`src/rtl/samus_pkg.sv`:
```
// Shared types and constants for the Samus player-motion stage.
package samus_pkg;

  typedef enum logic [1:0] {STAND, RUN, AIR} state_t;

  localparam logic [7:0] KEY_L    = 8'h04;
  localparam logic [7:0] KEY_R    = 8'h07;
  localparam logic [7:0] KEY_JUMP = 8'h1A;
  localparam logic [7:0] KEY_FIRE = 8'h2C;

  localparam logic [2:0] SPR_STAND = 3'd0;
  localparam logic [2:0] SPR_RUN0  = 3'd1;
  localparam logic [2:0] SPR_RUN2  = 3'd3;
  localparam logic [2:0] SPR_RISE  = 3'd4;
  localparam logic [2:0] SPR_FALL  = 3'd5;

  // A key counts as held if either HID slot carries its usage code.
  function automatic logic key_hit(input logic [15:0] kc, input logic [7:0] code);
    return (kc[7:0] == code) || (kc[15:8] == code);
  endfunction

endpackage

```
`src/rtl/frame_tick_gen.sv`:
```
// Synchronises VGA vsync into the clk domain and emits a 1-clk pulse per falling edge.
module frame_tick_gen (
  input  logic clk,
  input  logic reset_n,
  input  logic vsync,
  output logic tick
);

  logic [1:0] sync_q;
  logic       prev_q;
  logic       tick_q;

  // All history flops reset high so reset and its release never look like an edge.
  always_ff @(posedge clk or negedge reset_n) begin
    if (!reset_n) begin
      sync_q <= 2'b11;
      prev_q <= 1'b1;
      tick_q <= 1'b0;
    end else begin
      sync_q <= {sync_q[0], vsync};
      prev_q <= sync_q[1];
      tick_q <= prev_q & ~sync_q[1];
    end
  end

  assign tick = tick_q;

endmodule

```
`src/rtl/samus_controller.sv`:
```
// Per-frame Samus motion: position, facing, animation frame and bullet-fire request.
module samus_controller
  import samus_pkg::*;
#(
  parameter int unsigned START_X       = 304,
  parameter int unsigned GROUND_Y      = 400,
  parameter int unsigned X_MIN         = 0,
  parameter int unsigned X_MAX         = 608,
  parameter int unsigned X_SPEED       = 2,
  parameter int unsigned JUMP_V0       = 12,
  parameter int unsigned GRAVITY       = 1,
  parameter int unsigned MAX_FALL      = 12,
  parameter int unsigned ANIM_DIV      = 6,
  parameter int unsigned FIRE_COOLDOWN = 8
) (
  input  logic        clk,
  input  logic        reset_n,
  input  logic        vsync,
  input  logic [15:0] keycode,
  output logic        frame_tick,
  output logic [9:0]  samus_x,
  output logic [9:0]  samus_y,
  output logic [2:0]  samus_sprite,
  output logic        samus_facing,
  output logic        fire
);

  localparam int unsigned AnimW = $clog2(ANIM_DIV);
  localparam int unsigned CoolW = $clog2(FIRE_COOLDOWN + 1);

  localparam logic signed [10:0] XStep  = 11'(X_SPEED);
  localparam logic signed [10:0] XMinS  = 11'(X_MIN);
  localparam logic signed [10:0] XMaxS  = 11'(X_MAX);
  localparam logic signed [11:0] GroundS = 12'(GROUND_Y);
  localparam logic signed [5:0]  JumpV0 = 6'(JUMP_V0);
  localparam logic signed [5:0]  Grav   = 6'(GRAVITY);
  localparam logic signed [5:0]  MaxFall = 6'(MAX_FALL);
  localparam logic [AnimW-1:0]   AnimLast = AnimW'(ANIM_DIV - 1);
  localparam logic [CoolW-1:0]   CoolLoad = CoolW'(FIRE_COOLDOWN);

  state_t            state_q, state_d;
  logic [9:0]        x_q, x_d, y_q, y_d;
  logic signed [5:0] vy_q, vy_d;
  logic [2:0]        sprite_q, sprite_d;
  logic              facing_q, facing_d;
  logic              fire_q;
  logic [AnimW-1:0]  anim_q, anim_d;
  logic [CoolW-1:0]  cool_q, cool_d;
  logic              jump_prev_q, fire_prev_q;

  logic              left, right, jump, fire_key, jump_edge, fire_edge, moving, air, fire_go;
  logic signed [10:0] x_move;
  logic signed [5:0]  vy_cur, vy_inc, vy_fall;
  logic signed [11:0] y_sum;

  frame_tick_gen u_frame_tick_gen (
    .clk     (clk),
    .reset_n (reset_n),
    .vsync   (vsync),
    .tick    (frame_tick)
  );

  always_comb begin
    left      = key_hit(keycode, KEY_L);
    right     = key_hit(keycode, KEY_R);
    jump      = key_hit(keycode, KEY_JUMP);
    fire_key  = key_hit(keycode, KEY_FIRE);
    jump_edge = jump & ~jump_prev_q;
    fire_edge = fire_key & ~fire_prev_q;
    moving    = left ^ right;

    x_move   = $signed({1'b0, x_q});
    facing_d = facing_q;
    if (left && !right) begin
      x_move   = x_move - XStep;
      facing_d = 1'b1;
    end else if (right && !left) begin
      x_move   = x_move + XStep;
      facing_d = 1'b0;
    end
    if (x_move < XMinS)      x_d = 10'(X_MIN);
    else if (x_move > XMaxS) x_d = 10'(X_MAX);
    else                     x_d = x_move[9:0];

    // A jump edge launches and takes its first airborne step on the same tick.
    air     = (state_q == AIR) || jump_edge;
    vy_cur  = (state_q != AIR && jump_edge) ? -JumpV0 : vy_q;
    y_sum   = $signed({2'b00, y_q}) + $signed({{6{vy_cur[5]}}, vy_cur});
    vy_inc  = vy_cur + Grav;
    vy_fall = (vy_inc > MaxFall) ? MaxFall : vy_inc;

    state_d  = state_q;
    y_d      = y_q;
    vy_d     = vy_q;
    sprite_d = sprite_q;
    anim_d   = anim_q;
    if (air) begin
      anim_d = '0;
      if (y_sum >= GroundS) begin
        y_d      = 10'(GROUND_Y);
        vy_d     = '0;
        state_d  = moving ? RUN : STAND;
        sprite_d = moving ? SPR_RUN0 : SPR_STAND;
      end else begin
        y_d      = y_sum[9:0];
        vy_d     = vy_fall;
        state_d  = AIR;
        sprite_d = vy_fall[5] ? SPR_RISE : SPR_FALL;
      end
    end else if (moving) begin
      state_d = RUN;
      if (state_q != RUN) begin
        sprite_d = SPR_RUN0;
        anim_d   = '0;
      end else if (anim_q == AnimLast) begin
        anim_d   = '0;
        sprite_d = (sprite_q == SPR_RUN2) ? SPR_RUN0 : sprite_q + 3'd1;
      end else begin
        anim_d = anim_q + 1'b1;
      end
    end else begin
      state_d  = STAND;
      sprite_d = SPR_STAND;
      anim_d   = '0;
    end

    fire_go = fire_edge && (cool_q == '0);
    if (fire_go)            cool_d = CoolLoad;
    else if (cool_q != '0)  cool_d = cool_q - 1'b1;
    else                    cool_d = cool_q;
  end

  always_ff @(posedge clk or negedge reset_n) begin
    if (!reset_n) begin
      state_q     <= STAND;
      x_q         <= 10'(START_X);
      y_q         <= 10'(GROUND_Y);
      vy_q        <= '0;
      sprite_q    <= SPR_STAND;
      facing_q    <= 1'b0;
      fire_q      <= 1'b0;
      anim_q      <= '0;
      cool_q      <= '0;
      jump_prev_q <= 1'b0;
      fire_prev_q <= 1'b0;
    end else begin
      fire_q <= frame_tick & fire_go;
      if (frame_tick) begin
        state_q     <= state_d;
        x_q         <= x_d;
        y_q         <= y_d;
        vy_q        <= vy_d;
        sprite_q    <= sprite_d;
        facing_q    <= facing_d;
        anim_q      <= anim_d;
        cool_q      <= cool_d;
        jump_prev_q <= jump;
        fire_prev_q <= fire_key;
      end
    end
  end

  assign samus_x      = x_q;
  assign samus_y      = y_q;
  assign samus_sprite = sprite_q;
  assign samus_facing = facing_q;
  assign fire         = fire_q;

endmodule

```
`config.mk`:
```
export PLATFORM = sky130hd
export DESIGN_NAME = samus_controller
export DESIGN_NICKNAME = d
export VERILOG_FILES = /design/src/rtl/samus_pkg.sv /design/src/rtl/frame_tick_gen.sv /design/src/rtl/samus_controller.sv
export SDC_FILE = /design/constraint.sdc
export NUM_CORES = 1
export LEC_CHECK = 0
export ABC_AREA = 1
export BUFFER_PORTS_ARGS = -buffer_cell sky130_fd_sc_hd__buf_2
export CORE_MARGIN = 1
export CORE_UTILIZATION = 52
export CTS_CLUSTER_SIZE = 20
export DETAILED_ROUTE_END_ITERATION = 16
export GPL_TIMING_DRIVEN = 0
export PLACE_DENSITY = 0.71
export SLEW_MARGIN = 25
export SYNTH_ARGS = -nofsm -noshare
export SYNTH_HDL_FRONTEND = slang
export SYNTH_SLANG_ARGS = --single-unit
```
`constraint.sdc`:
```
create_clock -name clk -period 2.94 [get_ports clk]
set_input_delay 0 -clock clk [delete_from_list [all_inputs] [get_ports clk]]
set_output_delay 0 -clock clk [all_outputs]
set_load 0.05 [all_outputs]
```
==> results of run 1 <==
[cell families (layout without fill, tap and decap cells)]
| group | count (synthesis) | in the layout | synth area share (%) |
|---|---|---|---|
| fa+ha+maj | 20 | 20 | 8.01 |
| other cells | 1 | 1 | 0.117 |
| compound gates | 65 | 65 | 13.3 |
| simple gates | 204 | 204 | 29.3 |
| xor+xnor | 15 | 15 | 4.32 |
| buf+inv | 77 | 136 | 9.61 |
| flops | 45 | 45 | 35.4 |
[repair_timing]
action	in CTS	in global routing
setup endpoints to repair	17	20
endpoints found under the hold margin	37	0
resized for setup	4	10
pin swaps	2	1
hold buffers	2	0
setup buffers	4	2
[metal layers]
metal  part of all wire, %  up-vias  routed length (um)
met1                    47     1351                3250
met4                  0.86        0                  60
met3                   4.7        6                 327
met5                     0        -                   0
met2                    48       71                3310
li1                      -     1501                   -
[state kept, by name, summed over array words and instances, names as in the netlist]
| name | count |
|---|---|
| samus_y | 10 |
| samus_x | 9 |
| vy_q | 6 |
| cool_q | 4 |
| anim_q | 3 |
| samus_sprite | 3 |
| state_q | 2 |
| u_frame_tick_gen.sync_q | 2 |
| fire | 1 |
| fire_prev_q | 1 |
| jump_prev_q | 1 |
| samus_facing | 1 |
| u_frame_tick_gen.prev_q | 1 |
| u_frame_tick_gen.tick | 1 |
[worst max path at each step]
| stage | startpoint | slack, ns | end | cells past startpoint |
|---|---|---|---|---|
| floorplan | state_q[0]$_DFFE_PN0P_ | 0.26 | vy_q[5]$_DFFE_PN0P_ | 20 |
| global placement | state_q[0]$_DFFE_PN0P_ | -0.07 | samus_y[9]$_DFFE_PN0P_ | 22 |
| detailed placement | state_q[0]$_DFFE_PN0P_ | -0.1 | samus_y[9]$_DFFE_PN0P_ | 22 |
| CTS | state_q[0]$_DFFE_PN0P_ | 0.05 | vy_q[5]$_DFFE_PN0P_ | 21 |
| global route | state_q[0]$_DFFE_PN0P_ | -0.05 | samus_y[4]$_DFFE_PN1P_ | 23 |
| finish | state_q[1]$_DFFE_PN0P_ | 0.17 | samus_y[4]$_DFFE_PN1P_ | 22 |
[placed cells by master, fill, tap and decap left out, types with 2 or more instances in the layout]
master         count
o21ai_0           19
buf_2             42
dlygate4sd3_1      2
o22ai_2            4
xnor2_1            3
nand2_4            4
o22ai_1            5
o32ai_1            6
a31oi_1            3
a21oi_1           12
ha_1              17
nand3_2            2
buf_4              8
clkbuf_8           5
nor2_2             2
inv_1             66
nand3_1           23
nand3b_1           2
nor3b_1            2
xor2_1            11
nor2_1            42
clkbuf_1           5
nand4_1            9
o21ai_2            5
inv_2              3
dfrtp_1           36
nand2_2           11
nor3_1             7
dfstp_2            9
nand2_1           95
[worst max-delay path, stage by stage (launching register included)]
cell     delay, ns
dfrtp_1       0.42
nand2_2       0.11
nand3_4       0.08
buf_4         0.15
nand2_1       0.10
inv_1         0.10
ha_1          0.28
a21oi_1       0.07
o21ai_2       0.21
nand3_1       0.11
nand2_1       0.12
nand2_1       0.07
nand2_1       0.05
nand2_1       0.06
nor2_1        0.11
nand2_1       0.07
nand2_1       0.07
nand2_1       0.05
nand2_2       0.11
nand2_4       0.09
buf_12        0.16
nor2_4        0.07
nor2_2        0.03
[power breakdown]
group | total [uW] | switching, uW | internal, uW
registers | 1020 | 186 | 835
clock network | 472 | 217 | 255
logic | 2410 | 1590 | 813
total | 3900 | 2000 | 1900
[per-stage QoR]
step                hold WS [ns]  TNS, ns  area [um^2]
global placement           0.105   -0.603         3530
finish                    0.0774        0         3750
CTS                       0.0568        0         3700
detailed placement         0.106    -1.13         3530
global route              0.0727   -0.337         3750
floorplan                 -0.296        0         3220
[area by class of cell]
cell class / instances / area share, %
buffer: 6 / 1.13
clock buffer: 6 / 1.93
clock inverter: 2 / 1.03
inverter: 71 / 7.23
multi-input combinational: 305 / 48.4
sequential: 45 / 30.3
tap: 75 / 2.50
timing repair buffer: 51 / 7.53
==> flow_metrics.env, run 1 <==
export IMPL_path_max_fanout=10
export IMPL_grt_pass1_wl_um=11700
export IMPL_yosysUniqueCellTypes=47
export IMPL_hpwl_um=5150
export IMPL_cts_sinks=45
export IMPL_synth_area_leaders="dfrtp_1 (28%), nand2_1 (11%), inv_1 (7.8%)"
export IMPL_via_per_inst=5.22
export IMPL_fin_crit_sh_pct=94.1
export IMPL_use_met1_pct=29.7
export IMPL_fin_util_pct=63.0
export IMPL_synth_common_cells="nand2_1 (97), inv_1 (67), nor2_1 (42)"
export IMPL_cp_end_kind="flop"
export IMPL_hold_path_end="fire_prev_q$_DFFE_PN0P_"
export IMPL_hold_viol=0
export IMPL_grt_usage_pct=23.1
export IMPL_start_util_pct=54.0
export IMPL_p_leak_uw=0.00198
export IMPL_multi_input_area_mm2=0.00182
export IMPL_ys_seq_area_share_pct=35.4
export IMPL_ff2ff_setup_slack_ns=0.17
export IMPL_antenna_found_initial=0
export IMPL_place_inst=545
export IMPL_route_vias_total=2929
export IMPL_wl_um=6950
export IMPL_min_delay_start="keycode[12]"
export IMPL_netlist_area_mm2=0.00322
export IMPL_core_region_area_mm2=0.00596
export IMPL_use_met3_pct=3.86
export IMPL_timing_rr_start="state_q[1]$_DFFE_PN0P_"
export IMPL_synth_warnings=0
export IMPL_max_slew_worst_pin_slew_ns=0.622
export IMPL_async_flop_share_pct=100
export IMPL_synth_top_area_share_pct=28.0
export IMPL_synth_edf_count=0
export IMPL_seqCellArea_mm2=0.00114
export IMPL_insertion_delay_ns=0.30
export IMPL_dp_slack_ns=-0.100
export IMPL_max_freq_mhz=361
export IMPL_grt_pass1_vias=2670
export IMPL_drive_gt1_share_pct=22.2
export IMPL_ant_nets=0
export IMPL_die_area_mm2=0.00650
export IMPL_die_w_um=80.7
export IMPL_wire_per_inst_um=12.4
export IMPL_slew_viol_final=0
export IMPL_fp_row_count=28
export IMPL_routabilityCongestion=0.921
export IMPL_root_buffer="clkbuf_8"
export IMPL_drc=0
export IMPL_syn_to_final_growth_pct=16.7
export IMPL_use_met2_pct=40.1
export IMPL_reg2regPathDepth=22
export IMPL_cp_arrival_ns=3.00
export IMPL_path_class="flop to flop"
export IMPL_max_slew_margin_rel_pct=58.5
export IMPL_finalSetupViolations=0
export IMPL_top_usage_layer="met2"
export IMPL_critPathRequiredTime_ns=3.17
export IMPL_n_fill_cell=540
export IMPL_setup_ws_ns=0.172
export IMPL_cp_start_kind="flop"
export IMPL_drt_pre_antenna_iters=4
export IMPL_min_path_cells=4
export IMPL_max_cap_viol_count=0
export IMPL_cts_tree="yes"
export IMPL_netlist_instances=427
export IMPL_p_total_uw=3900
export IMPL_syn_nets=466
export IMPL_io_pins=45
export IMPL_die_y_um=80.7
export IMPL_yosysMostFrequentCell="nand2_1"
export IMPL_htree_levels=2
export IMPL_syn_area_per_cell_um2=7.53
export IMPL_status="completed"
export IMPL_hold_path_class="input port to flop"
export IMPL_diodes=0
export IMPL_overflow=0
export IMPL_powerDensity_mw_per_mm2=1040
export IMPL_io_buffers=43
export IMPL_yosys_register_bits=45
export IMPL_path_clk_slew_ns=0.09
export IMPL_fin_cells=561
export IMPL_clock_path_buffers=2
export IMPL_grt_max_degree=46
export IMPL_synth_flop_cell="dfrtp_1"
export IMPL_drt_first_iter_violations=187
export IMPL_reg2reg_to="samus_y[4]$_DFFE_PN1P_"
export IMPL_synth_area_leader_cell="dfrtp_1"
export IMPL_finClkSkew_ns=0.0111
export IMPL_ir_drop_mv=0.862
export IMPL_nets=524
export IMPL_period_needed_ns=2.77
export IMPL_cts_made_buffers=5
Power figures use the tool's default switching activity.
==> run 2, diff against run 1 <==
--- a/config.mk
+++ b/config.mk
@@ -8,12 +8,13 @@
 export ABC_AREA = 1
 export BUFFER_PORTS_ARGS = -buffer_cell sky130_fd_sc_hd__buf_2
 export CORE_MARGIN = 1
-export CORE_UTILIZATION = 52
+export CORE_UTILIZATION = 25
 export CTS_CLUSTER_SIZE = 20
 export DETAILED_ROUTE_END_ITERATION = 16
 export GPL_TIMING_DRIVEN = 0
-export PLACE_DENSITY = 0.71
+export PLACE_DENSITY = 0.39
 export SLEW_MARGIN = 25
 export SYNTH_ARGS = -nofsm -noshare
 export SYNTH_HDL_FRONTEND = slang
+export SYNTH_HIERARCHICAL = 1
 export SYNTH_SLANG_ARGS = --single-unit
==> flow_metrics.env, run 2 <==
export IMPL_finClkSkew_ns=0.00784
export IMPL_grt_max_degree=46
export IMPL_yosysMostFrequentCell="nand2_1"
export IMPL_io_buffers=43
export IMPL_syn_nets=468
export IMPL_io_pins=45
export IMPL_yosys_register_bits=45
export IMPL_synth_common_cells="nand2_1 (100), inv_1 (70), nor2_1 (38)"
export IMPL_max_slew_worst_pin_slew_ns=0.665
export IMPL_cp_end_kind="flop"
export IMPL_hold_viol=0
export IMPL_clock_path_buffers=2
export IMPL_hpwl_um=6040
export IMPL_synth_flop_cell="dfrtp_1"
export IMPL_nets=522
export IMPL_fin_cells=652
export IMPL_final_area_mm2=0.00385
export IMPL_die_y_um=114
export IMPL_period_needed_ns=2.70
export IMPL_critPathRequiredTime_ns=3.16
export IMPL_max_freq_mhz=371
export IMPL_place_area_mm2=0.00356
export IMPL_path_class="flop to flop"
export IMPL_yosysUniqueCellTypes=39
export IMPL_syn_area_per_cell_um2=7.31
export IMPL_fin_crit_sh_pct=91.7
export IMPL_worst_hold_slack_ns=0.139
export IMPL_synth_top_area_share_pct=28.7
export IMPL_n_fill_cell=1341
export IMPL_cts_sinks=45
export IMPL_powerDensity_mw_per_mm2=1060
export IMPL_die_area_mm2=0.0130
export IMPL_via_per_inst=4.46
export IMPL_cts_made_buffers=5
export IMPL_drc=0
export IMPL_path_clk_slew_ns=0.07
export IMPL_drt_pre_antenna_iters=4
export IMPL_hold_path_class="input port to flop"
export IMPL_p_leak_uw=0.00195
export IMPL_start_util_pct=25.9
export IMPL_max_cap_viol_count=0
export IMPL_finalSetupViolations=0
export IMPL_synth_edf_count=0
export IMPL_fp_row_count=40
export IMPL_rsz0062_at_grt="false"
export IMPL_async_flop_share_pct=100
export IMPL_overflow=0
export IMPL_netlist_area_mm2=0.00314
export IMPL_drive_gt1_share_pct=21.1
export IMPL_max_slew_margin_rel_pct=55.1
export IMPL_setup_tns_ns=0
export IMPL_root_buffer="clkbuf_16"
export IMPL_htree_levels=2
export IMPL_netlist_instances=429
export IMPL_routabilityCongestion=0.767
export IMPL_grt_pass1_wl_um=13200
export IMPL_syn_to_final_growth_pct=22.7
export IMPL_drt_first_iter_violations=127
export IMPL_insertion_delay_ns=0.29
export IMPL_largest_register_ffs=10
export IMPL_final_common_cell="nand2_1"
export IMPL_route_vias_total=2910
export IMPL_synth_area_leaders="dfrtp_1 (29%), nand2_1 (12%), inv_1 (8.4%)"
export IMPL_grt_usage_pct=12.8
export IMPL_antenna_found_initial=0
export IMPL_ys_seq_area_share_pct=36.3
export IMPL_cp_start_kind="flop"
export IMPL_synth_warnings=6
export IMPL_status="completed"
export IMPL_core_region_area_mm2=0.0121
export IMPL_wl_um=7980
export IMPL_slew_viol_final=0
export IMPL_cp_arrival_ns=2.91
export IMPL_ir_drop_mv=0.590
export IMPL_place_inst=640
export IMPL_ant_nets=0
export IMPL_grt_pass1_vias=2809
export IMPL_wire_per_inst_um=12.2
export IMPL_layout_common_cells="nand2_1 (94), inv_1 (68), buf_2 (43)"
export IMPL_cts_tree="yes"
export IMPL_synth_area_leader_cell="dfrtp_1"
export IMPL_fin_util_pct=31.8
export IMPL_diodes=0
export IMPL_die_w_um=114
export IMPL_path_max_fanout=10
## run 2: cell types whose count changed after synthesis, moves of 5 or more
cell | previous run | this run
nand3_1 | 23 | 31
a21oi_1 | 13 | 20
o22ai_1 | 5 | 11
nand2_2 | 9 | 4
## run 2: final timing paths
path	end	cells past startpoint	slack, ns	start
max	samus_y[8]$_DFFE_PN1P_	21	0.24	state_q[0]$_DFFE_PN0P_
min reg2reg	u_frame_tick_gen/sync_q[1]$_DFF_PN1_	0	0.36	u_frame_tick_gen/sync_q[0]$_DFF_PN1_
min in group asynchronous	samus_y[2]$_DFFE_PN0P_	2	0.27	reset_n
min	fire_prev_q$_DFFE_PN0P_	4	0.14	keycode[12]
max reg2reg	samus_y[8]$_DFFE_PN1P_	21	0.24	state_q[0]$_DFFE_PN0P_
max in group asynchronous	state_q[1]$_DFFE_PN0P_	2	2.25	reset_n
## run 2: kinds of logic (layout without fill, tap and decap cells)
| group | after synthesis | count (layout) | share of synthesized area, % |
|---|---|---|---|
| other | 1 | 1 | 0.120 |
| adder cells (fa/ha/maj) | 20 | 20 | 8.22 |
| AND/OR/NAND/NOR | 203 | 203 | 29.5 |
| XOR/XNOR | 11 | 11 | 3.07 |
| AO/OA/AOI/OAI | 71 | 71 | 13.1 |
| buffers and inverters | 78 | 133 | 9.73 |
| flip-flops | 45 | 45 | 36.3 |
## run 2: power by group
| group | switching [uW] | internal, uW |
|---|---|---|
| clock network | 265 | 322 |
| registers | 194 | 838 |
| logic | 1660 | 811 |
## run 2: timing repair
item                                   in CTS  in global routing
endpoints found under the hold margin      37                  0
hold buffers                                2                  0
resized for setup                           1                 24
buffers inserted                            1                  1
setup endpoints to repair                  18                 20
pin swaps                                   1                  2
## run 2: layout make-up
type                    instances  area (um^2)  area share, %
inverters                      72          275           7.15
flip-flops and latches         45         1140           29.6
well taps                     168          210           5.46
clock buffers                   5          125           3.25
repair buffers                 47          253           6.57
plain buffers                   6         38.8           1.01
multi-input cells             306         1780           46.4
clock inverters                 3         25.0          0.650
## run 2: per-layer routing
metal	share of wire, %	routed length, um	GRT usage [%]
met3	2.2	175	1.59
met5	0	0	0
met4	0.69	55	3.12
met1	49	3890	16.4
met2	48	3860	22.5
## run 2: stage by stage
stage	power, uW	setup slack, ns
floorplan	2820	0.372
global placement	3330	-0.147
detailed placement	3330	-0.127
CTS	3960	0.00963
global route	4470	0.0146
finish	4090	0.244
## run 2: worst max-delay path, stage by stage, from the launching register on
cell and delay (ns):
dfrtp_1 0.35, inv_1 0.06, nand2_2 0.09, nand3_4 0.09, buf_4 0.18, nand2_1 0.11
inv_1 0.09, ha_1 0.27, nand3_1 0.07, and2_1 0.18, inv_2 0.08, nand3_2 0.09
nand2_2 0.09, nand3_2 0.08, nand3_1 0.07, nand2_1 0.09, nor2_2 0.10, nand2_2 0.07
nand2_2 0.08, nand2_4 0.08, buf_8 0.15, o22a_1 0.16
==> run 3, diff against run 2 <==
--- a/config.mk
+++ b/config.mk
@@ -5,11 +5,10 @@
 export SDC_FILE = /design/constraint.sdc
 export NUM_CORES = 1
 export LEC_CHECK = 0
-export ABC_AREA = 1
 export BUFFER_PORTS_ARGS = -buffer_cell sky130_fd_sc_hd__buf_2
 export CORE_MARGIN = 1
 export CORE_UTILIZATION = 25
-export CTS_CLUSTER_SIZE = 20
+export CTS_CLUSTER_SIZE = 16
 export DETAILED_ROUTE_END_ITERATION = 16
 export GPL_TIMING_DRIVEN = 0
 export PLACE_DENSITY = 0.39
==> constraint.sdc (replaced) <==
create_clock -name clk -period 2.65 [get_ports clk]
set_input_delay 0 -clock clk [delete_from_list [all_inputs] [get_ports clk]]
set_output_delay 0 -clock clk [all_outputs]
set_load 0.05 [all_outputs]
==> flow_metrics.env, run 3 <==
export IMPL_wire_per_inst_um=14.4
export IMPL_die_area_mm2=0.0130
export IMPL_reg2reg_to="vy_q[0]$_DFFE_PN0P_"
export IMPL_max_freq_mhz=293
export IMPL_syn_area_per_cell_um2=8.29
export IMPL_status="finished with violations"
export IMPL_period_needed_ns=3.41
export IMPL_switching_share_pct=42.4
export IMPL_hold_viol=0
export IMPL_netlist_instances=380
export IMPL_antenna_found_initial=0
export IMPL_wl_um=9300
export IMPL_clock_path_buffers=2
export IMPL_grt_pass1_wl_um=15400
export IMPL_path_max_fanout=5
export IMPL_diodes=0
export IMPL_critPathRequiredTime_ns=2.87
export IMPL_synth_common_cells="nand2_1 (57), nor2_1 (41), dfrtp_1 (36)"
export IMPL_final_common_cell="nand2_1"
export IMPL_dp_slack_ns=-1.26
export IMPL_reg2regPathDepth=16
export IMPL_p_total_uw=3550
export IMPL_critPathMaxStageDelay_ns=0.54
export IMPL_drive_gt1_share_pct=42.6
export IMPL_final_area_mm2=0.00485
export IMPL_synth_flop_cell="dfrtp_1"
export IMPL_die_y_um=114
export IMPL_start_util_pct=25.9
export IMPL_cp_start_kind="input port"
export IMPL_timing_rr_start="state_q[0]$_DFFE_PN0P_"
export IMPL_overflow=0
export IMPL_finalSetupViolations=25
export IMPL_ff2ff_setup_slack_ns=-0.75
export IMPL_yosys_register_bits=45
export IMPL_finClkSkew_ns=0.00340
export IMPL_cp_startpoint="keycode[5]"
export IMPL_fin_crit_sh_pct=129
export IMPL_io_pins=45
export IMPL_route_vias_total=3061
export IMPL_die_w_um=114
export IMPL_yosys_area_share_adder_pct=8.18
export IMPL_slew_viol_final=0
export IMPL_syn_nets=419
export IMPL_nets=517
export IMPL_netlist_area_mm2=0.00315
export IMPL_core_region_area_mm2=0.0122
export IMPL_io_buffers=43
export IMPL_p_leak_uw=0.00214
export IMPL_max_cap_viol_count=0
export IMPL_max_slew_margin_rel_pct=57.0
export IMPL_drt_pre_antenna_iters=5
export IMPL_crit_chain="buf_6 -> or4b_4 -> nor4_4 -> buf_4 -> o21ai_4 -> buf_6 -> and2_4 -> ha_4 -> a21o_1 -> a21oi_4 -> and2_1 -> and4b_1 -> nor3_2 -> xnor2_2 -> o311ai_4 -> a31oi_4 -> or4_1 -> o21ai_1"
export IMPL_root_buffer="clkbuf_16"
export IMPL_synth_top_family_by_area="simple AND/OR/NAND/NOR gates"
export IMPL_pwr_share_clk_pct=20.5
export IMPL_path_class="input port to flop"
export IMPL_cts_made_buffers=5
export IMPL_routabilityCongestion=0.736
export IMPL_setup_ws_ns=-0.760
export IMPL_async_flop_share_pct=100
export IMPL_max_slew_worst_pin_slew_ns=0.645
export IMPL_yosys_area_share_simple_pct=26.7
export IMPL_yosysMostFrequentCell="nand2_1"
export IMPL_power_frac_comb_pct=50.6
export IMPL_drc=0
export IMPL_synth_compound_area_share_pct=18.1
export IMPL_p_int_uw=2040
export IMPL_cts_sinks=45
export IMPL_yosys_area_share_xor_xnor_pct=5.28
export IMPL_powerDensity_mw_per_mm2=732
export IMPL_cp_arrival_ns=3.63
export IMPL_n_fill_cell=1234
export IMPL_synth_area_leaders="dfrtp_1 (29%), ha_1 (7.5%), dfstp_2 (7.5%)"
export IMPL_synth_warnings=6
export IMPL_min_path_cells=3
export IMPL_synth_edf_count=0
export IMPL_hold_path_class="input port to flop"
export IMPL_layout_common_cells="nand2_1 (51), buf_4 (40), dfrtp_1 (36), buf_2 (36), nor2_1 (31)"
export IMPL_yosysUniqueCellTypes=57
export IMPL_crit_top_cell="buf_6"
export IMPL_synth_top_area_share_pct=28.6
export IMPL_fp_row_count=40
export IMPL_insertion_delay_ns=0.29
export IMPL_rsz0062_at_grt="true"
export IMPL_cts_tree="yes"
export IMPL_syn_to_final_growth_pct=53.9
export IMPL_largest_register_ffs=10
export IMPL_pwr_share_seq_pct=28.9
export IMPL_path_clk_slew_ns=0.06
export IMPL_grt_max_degree=46
export IMPL_cp_end_kind="flop"
export IMPL_ir_drop_mv=0.431
export IMPL_p_sw_uw=1500
export IMPL_htree_levels=2
export IMPL_via_per_inst=4.73
export IMPL_hpwl_um=6240
export IMPL_grt_usage_pct=15.1
export IMPL_place_area_mm2=0.00371
export IMPL_cp_endpoint="samus_y[3]$_DFFE_PN0P_"
export IMPL_synth_area_leader_cell="dfrtp_1"
export IMPL_violations="negative setup slack"
export IMPL_crit_path_top_delay_cell="or4b_4"
export IMPL_grt_pass1_vias=3012
export IMPL_ant_nets=0
export IMPL_ys_seq_area_share_pct=36.1
export IMPL_drt_first_iter_violations=130
export IMPL_synth_mux_area_share_pct=1.67
-- run 3: cell types whose count changed in the layout (fill, tap and decap cells not counted), moves of 9 or more --
cell     change
buf_4       +36
inv_1       -53
nand2_1     -43
o22ai_1      -9
buf_6       +14
nand3_1     -19
-- run 3: cell type report --
| class | count | area (um^2) | share of cell area (%) |
|---|---|---|---|
| Buffer | 11 | 63.8 | 1.32 |
| Clock buffer | 6 | 129 | 2.66 |
| Clock inverter | 2 | 38.8 | 0.800 |
| Inverter | 20 | 77.6 | 1.60 |
| Multi-Input combinational cell | 304 | 2530 | 52.2 |
| Sequential cell | 45 | 1140 | 23.5 |
| Tap cell | 168 | 210 | 4.34 |
| Timing Repair Buffer | 91 | 659 | 13.6 |
-- run 3: power groups by stage --
stage / combinational, uW / clock [uW] / sequential (uW)
CTS: 1570 / 768 / 1020
global placement: 1330 / 0 / 1020
global route: 1960 / 794 / 1050
finish: 1800 / 727 / 1030
detailed placement: 1330 / 0 / 1020
floorplan: 768 / 0 / 1270
-- run 3: per-stage QoR --
stage / std cells / hold WS [ns] / util, % / setup TNS (ns)
finish: 647 / 0.148 / 39.8 / -13.40
global placement: 591 / 0.106 / 30.5 / -26.63
floorplan: 380 / -0.296 / - / -9.60
global route: 647 / 0.219 / 39.8 / -17.45
CTS: 634 / 0.177 / 36.3 / -14.14
detailed placement: 591 / 0.0787 / 30.5 / -26.36
-- run 3: cell families after synthesis --
kind of cell | after synthesis
AO/OA/AOI/OAI | 91
XOR/XNOR | 19
adder cells (fa/ha/maj) | 20
buffers and inverters | 31
flip-flops | 45
multiplexers | 5
other | 1
AND/OR/NAND/NOR | 168
-- run 3: per-layer routing --
layer	up-vias	wire, um	global-route usage (%)
met3	6	237	2.06
met2	49	4640	26.1
met1	1470	4330	19.6
met4	0	93	3.90
li1	1536	-	-
met5	-	0	0
-- run 3: repair_timing --
action | 4_1_cts | 5_1_grt
pin swaps | 23 | 15
setup endpoints to repair | 27 | 29
buffers inserted | 32 | 15
cloned | 1 | 0
endpoints found under the hold margin | 37 | 0
resized for setup | 52 | 72
hold buffers | 2 | 0
-- run 3: critical path, delay by kind of cell --
| family | cells | cell delay (ns) |
|---|---|---|
| simple gates | 7 | 1.86 |
| compound gates | 6 | 1.03 |
| buf+inv | 3 | 0.42 |
| fa+ha+maj | 1 | 0.21 |
| xor+xnor | 1 | 0.12 |
-- run 3: how the worst min path moves through the flow --
stage,from,slack (ns),end
after global routing,keycode[5],0.22,fire_prev_q$_DFFE_PN0P_
after CTS,keycode[3],0.18,fire_prev_q$_DFFE_PN0P_
final,keycode[5],0.15,fire_prev_q$_DFFE_PN0P_
after floorplan,reset_n,-0.30,anim_q[0]$_DFFE_PN0P_
after global placement,vsync,0.11,u_frame_tick_gen/sync_q[0]$_DFF_PN1_
after detailed placement,reset_n,0.08,samus_y[0]$_DFFE_PN0P_
